## config.mk

```make
export PLATFORM = sky130hd
export DESIGN_NAME = ipbus_reg_slave
export DESIGN_NICKNAME = d
export VERILOG_FILES = /design/src/rtl/ipbus_reg_slave.sv
export SDC_FILE = /design/constraint.sdc
export NUM_CORES = 1
export LEC_CHECK = 0
export CORE_MARGIN = 2
export CORE_UTILIZATION = 55
export DETAILED_ROUTE_END_ITERATION = 7
export PLACE_DENSITY = 0.83
export SYNTH_ARGS = -nofsm -noshare
export SYNTH_HDL_FRONTEND = slang
export SYNTH_SLANG_ARGS = --single-unit
```

## constraint.sdc

```tcl
create_clock -name clk -period 4.04 [get_ports clk]
set_input_delay 0.808 -clock clk [delete_from_list [all_inputs] [get_ports clk]]
set_output_delay 0.808 -clock clk [all_outputs]
set_load 0.02 [all_outputs]
```

## src/rtl/ipbus_reg_slave.sv

```systemverilog
// IPbus slave exposing an ID word, a write counter and NREGS-2 control registers.
// Each strobed transaction ends in a one-cycle ack or err after WAIT_CYCLES wait states.
module ipbus_reg_slave #(
   parameter logic [31:0] BASE_ADDR   = 32'h0000_0000,
   parameter int          NREGS       = 8,
   parameter int          WAIT_CYCLES = 0,
   parameter logic [31:0] ID_VALUE    = 32'h1B05_0001
) (
   input  logic                  clk,
   input  logic                  rst_n,
   input  logic [31:0]           ipb_addr,
   input  logic [31:0]           ipb_wdata,
   input  logic                  ipb_strobe,
   input  logic                  ipb_write,
   output logic [31:0]           ipb_rdata,
   output logic                  ipb_ack,
   output logic                  ipb_err,
   output logic [NREGS*32-1:0]   ctrl_regs
);

   localparam int IW = $clog2(NREGS);

   typedef enum logic [1:0] {IDLE, WAIT, RESP} state_t;

   state_t        state;
   logic [3:0]    wcnt;
   logic [31:0]   addr_q, wdata_q;
   logic          write_q;
   logic          resp_ok;
   logic [31:0]   resp_rdata;
   logic [31:0]   wcount;
   logic [31:0]   regs [NREGS];

   logic [31:0]   src_addr, dec_wdata, offset, dec_rdata;
   logic          dec_write, mapped, dec_ok, enter_resp;
   logic [IW-1:0] dec_idx;

   // Decode from the live bus when committing straight out of IDLE, else from the captured copy.
   always_comb begin
      // NOTE: every combinational output gets a value on every path so no latch is inferred.
      src_addr   = (state == IDLE) ? ipb_addr  : addr_q;
      dec_wdata  = (state == IDLE) ? ipb_wdata : wdata_q;
      dec_write  = (state == IDLE) ? ipb_write : write_q;
      offset     = src_addr - BASE_ADDR;
      dec_idx    = offset[IW-1:0];
      mapped     = (src_addr >= BASE_ADDR) && (offset < 32'(NREGS));
      dec_ok     = mapped && (!dec_write || offset >= 32'd2);
      dec_rdata  = '0;
      if (offset == 32'd0)      dec_rdata = ID_VALUE;
      else if (offset == 32'd1) dec_rdata = wcount;
      else if (mapped)          dec_rdata = regs[dec_idx];
      enter_resp = ipb_strobe &&
                   (((state == IDLE) && (WAIT_CYCLES == 0)) ||
                    ((state == WAIT) && (wcnt == 4'd1)));
   end

   always_ff @(posedge clk or negedge rst_n) begin
      if (!rst_n) begin
         state      <= IDLE;
         wcnt       <= '0;
         addr_q     <= '0;
         wdata_q    <= '0;
         write_q    <= 1'b0;
         resp_ok    <= 1'b0;
         resp_rdata <= '0;
         wcount     <= '0;
         ipb_ack    <= 1'b0;
         ipb_err    <= 1'b0;
         ipb_rdata  <= '0;
         // NOTE: the register bank is architecturally visible, so it is cleared on reset like any flop.
         for (int i = 0; i < NREGS; i++) regs[i] <= '0;
      end else begin
         // NOTE: non-blocking assignments keep every register sampling pre-edge values.
         ipb_ack   <= 1'b0;
         ipb_err   <= 1'b0;
         ipb_rdata <= '0;

         if (enter_resp) begin
            resp_ok    <= dec_ok;
            resp_rdata <= (dec_ok && !dec_write) ? dec_rdata : '0;
            if (dec_ok && dec_write) begin
               regs[dec_idx] <= dec_wdata;
               wcount        <= wcount + 32'd1;
            end
         end

         case (state)
            IDLE: if (ipb_strobe) begin
               addr_q  <= ipb_addr;
               wdata_q <= ipb_wdata;
               write_q <= ipb_write;
               if (WAIT_CYCLES == 0) begin
                  state <= RESP;
               end else begin
                  wcnt  <= 4'(WAIT_CYCLES);
                  state <= WAIT;
               end
            end
            WAIT: if (!ipb_strobe) begin
               state <= IDLE;
            end else begin
               wcnt <= wcnt - 4'd1;
               if (wcnt == 4'd1) state <= RESP;
            end
            RESP: begin
               ipb_ack   <= resp_ok;
               ipb_err   <= !resp_ok;
               ipb_rdata <= resp_rdata;
               state     <= IDLE;
            end
            default: state <= IDLE;
         endcase
      end
   end

   always_comb begin
      ctrl_regs         = '0;
      ctrl_regs[31:0]   = ID_VALUE;
      ctrl_regs[63:32]  = wcount;
      for (int i = 2; i < NREGS; i++) ctrl_regs[32*i +: 32] = regs[i];
   end

endmodule

```

==> flow_summary_export.csv <==
group,metric,value,unit
synth,synth-async-reset-ratio,100,%
synth,synth_edf_count,0,
timing,fin_hold_ws,262,ps
drt,avgViaCountPerCell,5.98,
cells_and_area,seq_area,9690,µm²
pwr,cellLeakagePower,10.6,nW
setup_path,critPathMostFrequentCell,"buf_4",
setup_path,crit_type,"register to register",
floorplanning,die_x,191,µm
timing,fin_worst_skew,15.3,ps
timing,setup_violations,0,
synth,yosysWarnings,0,
setup_path,timing.rr.end,"resp_rdata[30]",
drt,drtIter0Drc,1335,
setup_path,reg2reg_from,"state[1]",
pwr,switching_power,2.24,mW
synth,yosysTopAreaCell,"dfrtp_1",
cells_and_area,multi_input_area,7370,µm²
pwr,powerDensity,386,nW/µm²
cts,clkTransAtPathRegs,60,ps
cells_and_area,post_route_cells_drive_above_1_share,20.2,%
timing,setup_tns,0,ps
cells_and_area,area_growth,19.1,%
cts,clock_sinks,387,
place,dp_hpwl,38700,µm
setup_path,critical_path.slowest_cell,"dfrtp_4",
timing,fmax,278,MHz
cts,tritoncts,"done",
drt,routedWlPerCell,24.1,µm
cts,root_buffer,"clkbuf_16",
timing,max_slew_margin,17.5,%
synth,syn_area_per_cell,11.1,µm²
floorplanning,initial_core_util,55.8,%
setup_path,reg2reg_depth,8,
cts,htreeDepth,2,
floorplanning,pin_count,358,
global_routing,globalRouteTotalUtil,30.4,%
cts,cts_resized,0,
floorplanning,coreArea,34500,µm²
global_routing,grt.overflow.total,0,
cells_and_area,nets,1906,
cts,cts_hold_buf,0,
min_path,hold_class,"input pin to async pin",
timing,period_minus_slack,3600,ps
synth,synth.most_common_cell,"dfrtp_1",
job,drv_cap,0,
floorplanning,row_count,68,
setup_path,crit_fanout,36,
drt,drt-total-wl,55900,µm
global_routing,grt_pass1_wl,83900,µm
drt,drt-pass1-iter-count,8,
run_status,outcome,"finished, final reports clean",
global_routing,antenna_found_initial,5,
synth,synth-seq-area-share,50.4,%
pwr,pwr-share-comb,11.1,%
setup_path,critPathLaunchType,"register",
global_routing,grt_pass1_vias,13800,
cts,clock_path_buffers,3,
place,place_congestion,0.893,
drt,ant_nets,0,
cts,cts_setup_buffers,0,
pwr,ir_worst_vdd,283,µV
cts,clkLatencyLatePin,530,ps
pwr,swShare,25.4,%
drt,vias,13900,
cells_and_area,nFillCells,2567,
timing,rsz0062_at_grt,"no",
floorplanning,die_h,191,µm
setup_path,crit_chain,"buf_4 -> mux2_2 -> nand2_1 -> buf_4 -> o22ai_1 -> a222oi_1 -> buf_4 -> a2bb2oi_1",
floorplanning,dieArea,36500,µm²
timing,fin_crit_sh,89.2,%
synth,synth_top_area_share,50.4,%
timing,slew_violations,0,
cts,numCtsBuffers,40,
global_routing,grt_start_max_net_pins,91,
timing,hold_violations,0,
timing,tightestPinTransition,1230,ps
setup_path,critPathRequiredTime,4480,ps
synth,synth_cell_types,68,
place,placed_cells_incl_taps,2250,
setup_path,arrival,4050,ps
pwr,power_frac_seq,45.6,%
pwr,p_int,6.59,mW
synth,netlist_top_cells_count,"387 x dfrtp_1, 276 x nand2_1, 230 x buf_4",
synth,ys_seq_elements,387,
synth,postSynthCellCount,1737,
synth,yosys-top-cells-area,"dfrtp_1 50%, mux2_2 12%, buf_4 9.0%",
drt,drcViolationCount,0,
pwr,clockPowerShare,43.3,%
setup_path,r2r_setup_slack,440,ps
setup_path,critPathCaptureType,"register",
synth,netlist_area,19200,µm²
cells_and_area,post_layout_nonfiller_instances,2321,
setup_path,critical_path.max_stage_delay,730,ps
place,numPortBuffers,325,
synth,ys.flop_type,"dfrtp_1",
[cells in the final DEF, fill, tap and decap left out, types with 8 or more instances in the layout]
cell type | Yosys | final
a2111oi_0 | 17 | 17
a211oi_1 | 32 | 32
a21boi_0 | 9 | 9
a21oi_1 | 38 | 38
a221o_1 | 10 | 10
a22oi_1 | 9 | 9
a31oi_1 | 10 | 10
and2_1 | 34 | 34
buf_12 | 0 | 13
buf_4 | 230 | 48
clkbuf_16 | 0 | 41
clkbuf_8 | 0 | 10
clkdlybuf4s50_1 | 0 | 324
conb_1 | 2 | 32
dfrtp_1 | 387 | 386
inv_1 | 10 | 9
mux2_1 | 16 | 16
mux2_2 | 206 | 205
mux2_4 | 20 | 21
mux2i_1 | 19 | 16
nand2_1 | 276 | 276
nand2b_1 | 9 | 8
nand3_1 | 26 | 26
nand3b_1 | 8 | 8
nor2_1 | 19 | 19
nor3_1 | 24 | 24
o21ai_0 | 39 | 39
o22ai_1 | 27 | 27
xor2_1 | 26 | 26
[cells by family (layout without fill, tap and decap cells)]
| kind of cell | Yosys count | after routing | share of synthesized area [%] |
|---|---|---|---|
| compound gates | 253 | 253 | 9.71 |
| mux | 264 | 264 | 15.9 |
| xor+xnor | 31 | 31 | 1.41 |
| fa+ha+maj | 1 | 1 | 0.0651 |
| buf+inv | 368 | 465 | 12.2 |
| other cells | 2 | 34 | 0.0391 |
| simple gates | 431 | 431 | 10.3 |
| flops | 387 | 387 | 50.4 |
[power groups by stage]
| stage | logic, mW | clock network (mW) | registers, mW |
|---|---|---|---|
| 2_1_floorplan | 0.547 | 0 | 4.07 |
| 3_3_place_gp | 0.930 | 0 | 4.09 |
| 3_5_place_dp | 0.956 | 0 | 4.10 |
| 4_1_cts | 0.963 | 3.85 | 4.03 |
| 5_1_grt | 1.05 | 4.00 | 4.04 |
| 6_report | 0.978 | 3.83 | 4.03 |
[cell type report]
type	count	share of cell area, %
Antenna cell	2	0.0219
Clock buffer	57	5.18
Clock inverter	12	0.710
Inverter	10	0.164
Multi-Input combinational cell	1012	32.2
Sequential cell	387	42.3
Tap cell	455	2.49
Timing Repair Buffer	386	16.9
[worst max path at each step]
stage,start,endpoint,slack [ps],cells after the start
after global routing,state[1],resp_rdata[30],390,8
after CTS,state[1],resp_rdata[30],620,8
after global placement,ipb_addr[6],ctrl_regs[195],380,8
final,state[1],resp_rdata[30],440,8
after floorplan,ipb_addr[6],ctrl_regs[75],950,7
after detailed placement,ipb_addr[6],ctrl_regs[154],310,8
[metrics by stage]
stage               cell area (µm²)  util, %  power [mW]  worst slack (ps)
finish                        22900     66.4        8.84               438
global route                  22900     66.4        9.08               388
CTS                           22900     66.4        8.84               619
detailed placement            21500     62.5        5.05               308
global placement              21500     62.5        5.02               378
floorplan                     19300        -        4.61               947
[routing by layer]
layer	share of wire [%]	track usage (%)
met4	3.9	11.6
met1	40	41.6
met2	45	46.6
met3	11	8.11
met5	0.048	0
[critical path, delay by kind of cell, from the launching register on]
kind                   cells  cell delay [ps]
buffers and inverters      3              980
AO/OA/AOI/OAI              3              900
flip-flops                 1              730
multiplexers               1              660
AND/OR/NAND/NOR            1              220
[state kept, by name, indices dropped and copies added (netlist names), 31 cells and up]
register,flops
wdata_q,32
wcount,32
addr_q,32
regs,31
ipb_rdata,32
ctrl_regs,192
resp_rdata,32
Note: power is estimated with default switching activity, not from simulation.
==> edit: new RTL, same settings <==
Register the output `ipb_err` once more; this adds one clock of latency there. The other outputs are not delayed to match.
--- a/src/rtl/ipbus_reg_slave.sv
+++ b/src/rtl/ipbus_reg_slave.sv
@@ -21,6 +21,8 @@
    localparam int IW = $clog2(NREGS);
 
    typedef enum logic [1:0] {IDLE, WAIT, RESP} state_t;
+
+   logic ipb_err_s0;
 
    state_t        state;
    logic [3:0]    wcnt;
@@ -65,14 +67,14 @@
          resp_rdata <= '0;
          wcount     <= '0;
          ipb_ack    <= 1'b0;
-         ipb_err    <= 1'b0;
+         ipb_err_s0 <= 1'b0;
          ipb_rdata  <= '0;
          // NOTE: the register bank is architecturally visible, so it is cleared on reset like any flop.
          for (int i = 0; i < NREGS; i++) regs[i] <= '0;
       end else begin
          // NOTE: non-blocking assignments keep every register sampling pre-edge values.
          ipb_ack   <= 1'b0;
-         ipb_err   <= 1'b0;
+         ipb_err_s0 <= 1'b0;
          ipb_rdata <= '0;
 
          if (enter_resp) begin
@@ -104,7 +106,7 @@
             end
             RESP: begin
                ipb_ack   <= resp_ok;
-               ipb_err   <= !resp_ok;
+               ipb_err_s0 <= !resp_ok;
                ipb_rdata <= resp_rdata;
                state     <= IDLE;
             end
@@ -120,5 +122,9 @@
       for (int i = 2; i < NREGS; i++) ctrl_regs[32*i +: 32] = regs[i];
    end
 
+   always_ff @(posedge clk) begin
+      ipb_err <= ipb_err_s0;
+   end
+
 endmodule
 
Formal check against the unedited RTL: not equivalent (a bounded check fails within 4 cycles, from zero or initial values and one cycle with rst_n low).
==> edit against the original RTL <==
Sequential cell count is 1 higher; maximum frequency is 7.6% higher; synthesized area increased by 0.10%; hold slack lost 0.015 ns; worst setup slack improved by 0.25 ns; final cell count grew 0.22%; critical path depth shrank 1; clock skew is 0.0098 ns higher; via count about the same; routed wire length about the same; total power shrank 1.5%; design area fell by 0.34%; largest cell class unchanged; largest power group unchanged.
==> edit: results <==
{
  "outcome": "completed",
  "clk_pin_slew_ns": 0.06,
  "pwr-share-clk_pct": 42.4,
  "place.gp.congestion": 0.897,
  "seq_area_share_pct": 42.5,
  "grtUsageMet3_pct": 7.01,
  "dp_hpwl_um": 38400,
  "via_per_inst": 5.97,
  "period_share_pct": 82.8,
  "switching_share_pct": 26.2,
  "dr_wl_met3_um": 5200,
  "leakage_nw": 10.6,
  "n_fill_cell": 2551,
  "cts_made_buffers": 41,
  "route.met2.wl_um": 25700,
  "buffer_area_share_pct": 16.8,
  "nClkBuffers": 61,
  "nonClockBufferCount": 387,
  "clockBufferDepth": 3,
  "async_reset_ff_share_pct": 99.7,
  "seq_cells": 388,
  "placedInstanceArea_sq_mm": 0.0215,
  "grt_max_degree": 94,
  "grt_pass1_wl_um": 84000,
  "grt_antenna_before_repair": 3,
  "ff_latch_area_sq_mm": 0.00971,
  "p_int_w": 0.00642,
  "top_layer": "met5",
  "antenna_cells": 0,
  "synth-seq-area-share_pct": 50.4,
  "drt-pass1-iter-count": 7,
  "wirelength_met1_um": 23000,
  "r2r_slack_ns": 0.69,
  "postSynthCellCount": 1738,
  "slew_headroom_pct": 20.4,
  "clock_area_share_pct": 5.75,
  "synth_area_leaders": "dfrtp_1, mux2_2, buf_4",
  "met1_usage_pct": 41.8,
  "drive_above_1_share_pct": 20.1,
  "yosysTopAreaCellShare_pct": 50.3,
  "grt_pass1_vias": 14000,
  "nNetsFinal": 1909,
  "synth_area_sq_mm": 0.0192,
  "holdWs_ns": 0.247,
  "rr_worst_depth": 7,
  "track_usage_pct": 30.4,
  "cp.arrival_ns": 3.79,
  "cp_max_fo": 30,
  "multi_input_cells": 1012,
  "pre_cts_ws_ns": 0.253,
  "ys_types": 69,
  "r2r_end": "resp_rdata[5]$_DFFE_PN0P_",
  "placedCellCount": 2252,
  "routedWlPerCell_um": 24.0,
  "routed_wl_um": 55900,
  "final.setup_skew_ns": 0.0251
}
## edit: cell types whose count changed in the layout (fill, tap and decap cells not counted), moves of 2 or more
cell,unedited run,this run
clkbuf_1,6,11
buf_12,13,8
bufinv_16,4,1
buf_4,48,54
diode_2,2,0
clkinv_8,0,2
## edit: logic make-up (layout without fill, tap and decap cells)
| logic type | count (synthesis) | in the layout | synth area share (%) |
|---|---|---|---|
| simple gates | 431 | 431 | 10.3 |
| flops | 388 | 388 | 50.4 |
| buf+inv | 368 | 471 | 12.2 |
| mux | 264 | 264 | 15.9 |
| compound gates | 253 | 253 | 9.70 |
| xor+xnor | 31 | 31 | 1.41 |
| other cells | 2 | 32 | 0.0390 |
| fa+ha+maj | 1 | 1 | 0.0650 |
## edit: critical path, cell delays in order (launching register included)
cell and delay (ns):
dfrtp_4 0.69, buf_4 0.43, mux2_2 0.57, buf_4 0.30, nor3_1 0.07, a2111oi_0 0.81
a211oi_1 0.15, o21ai_0 0.20
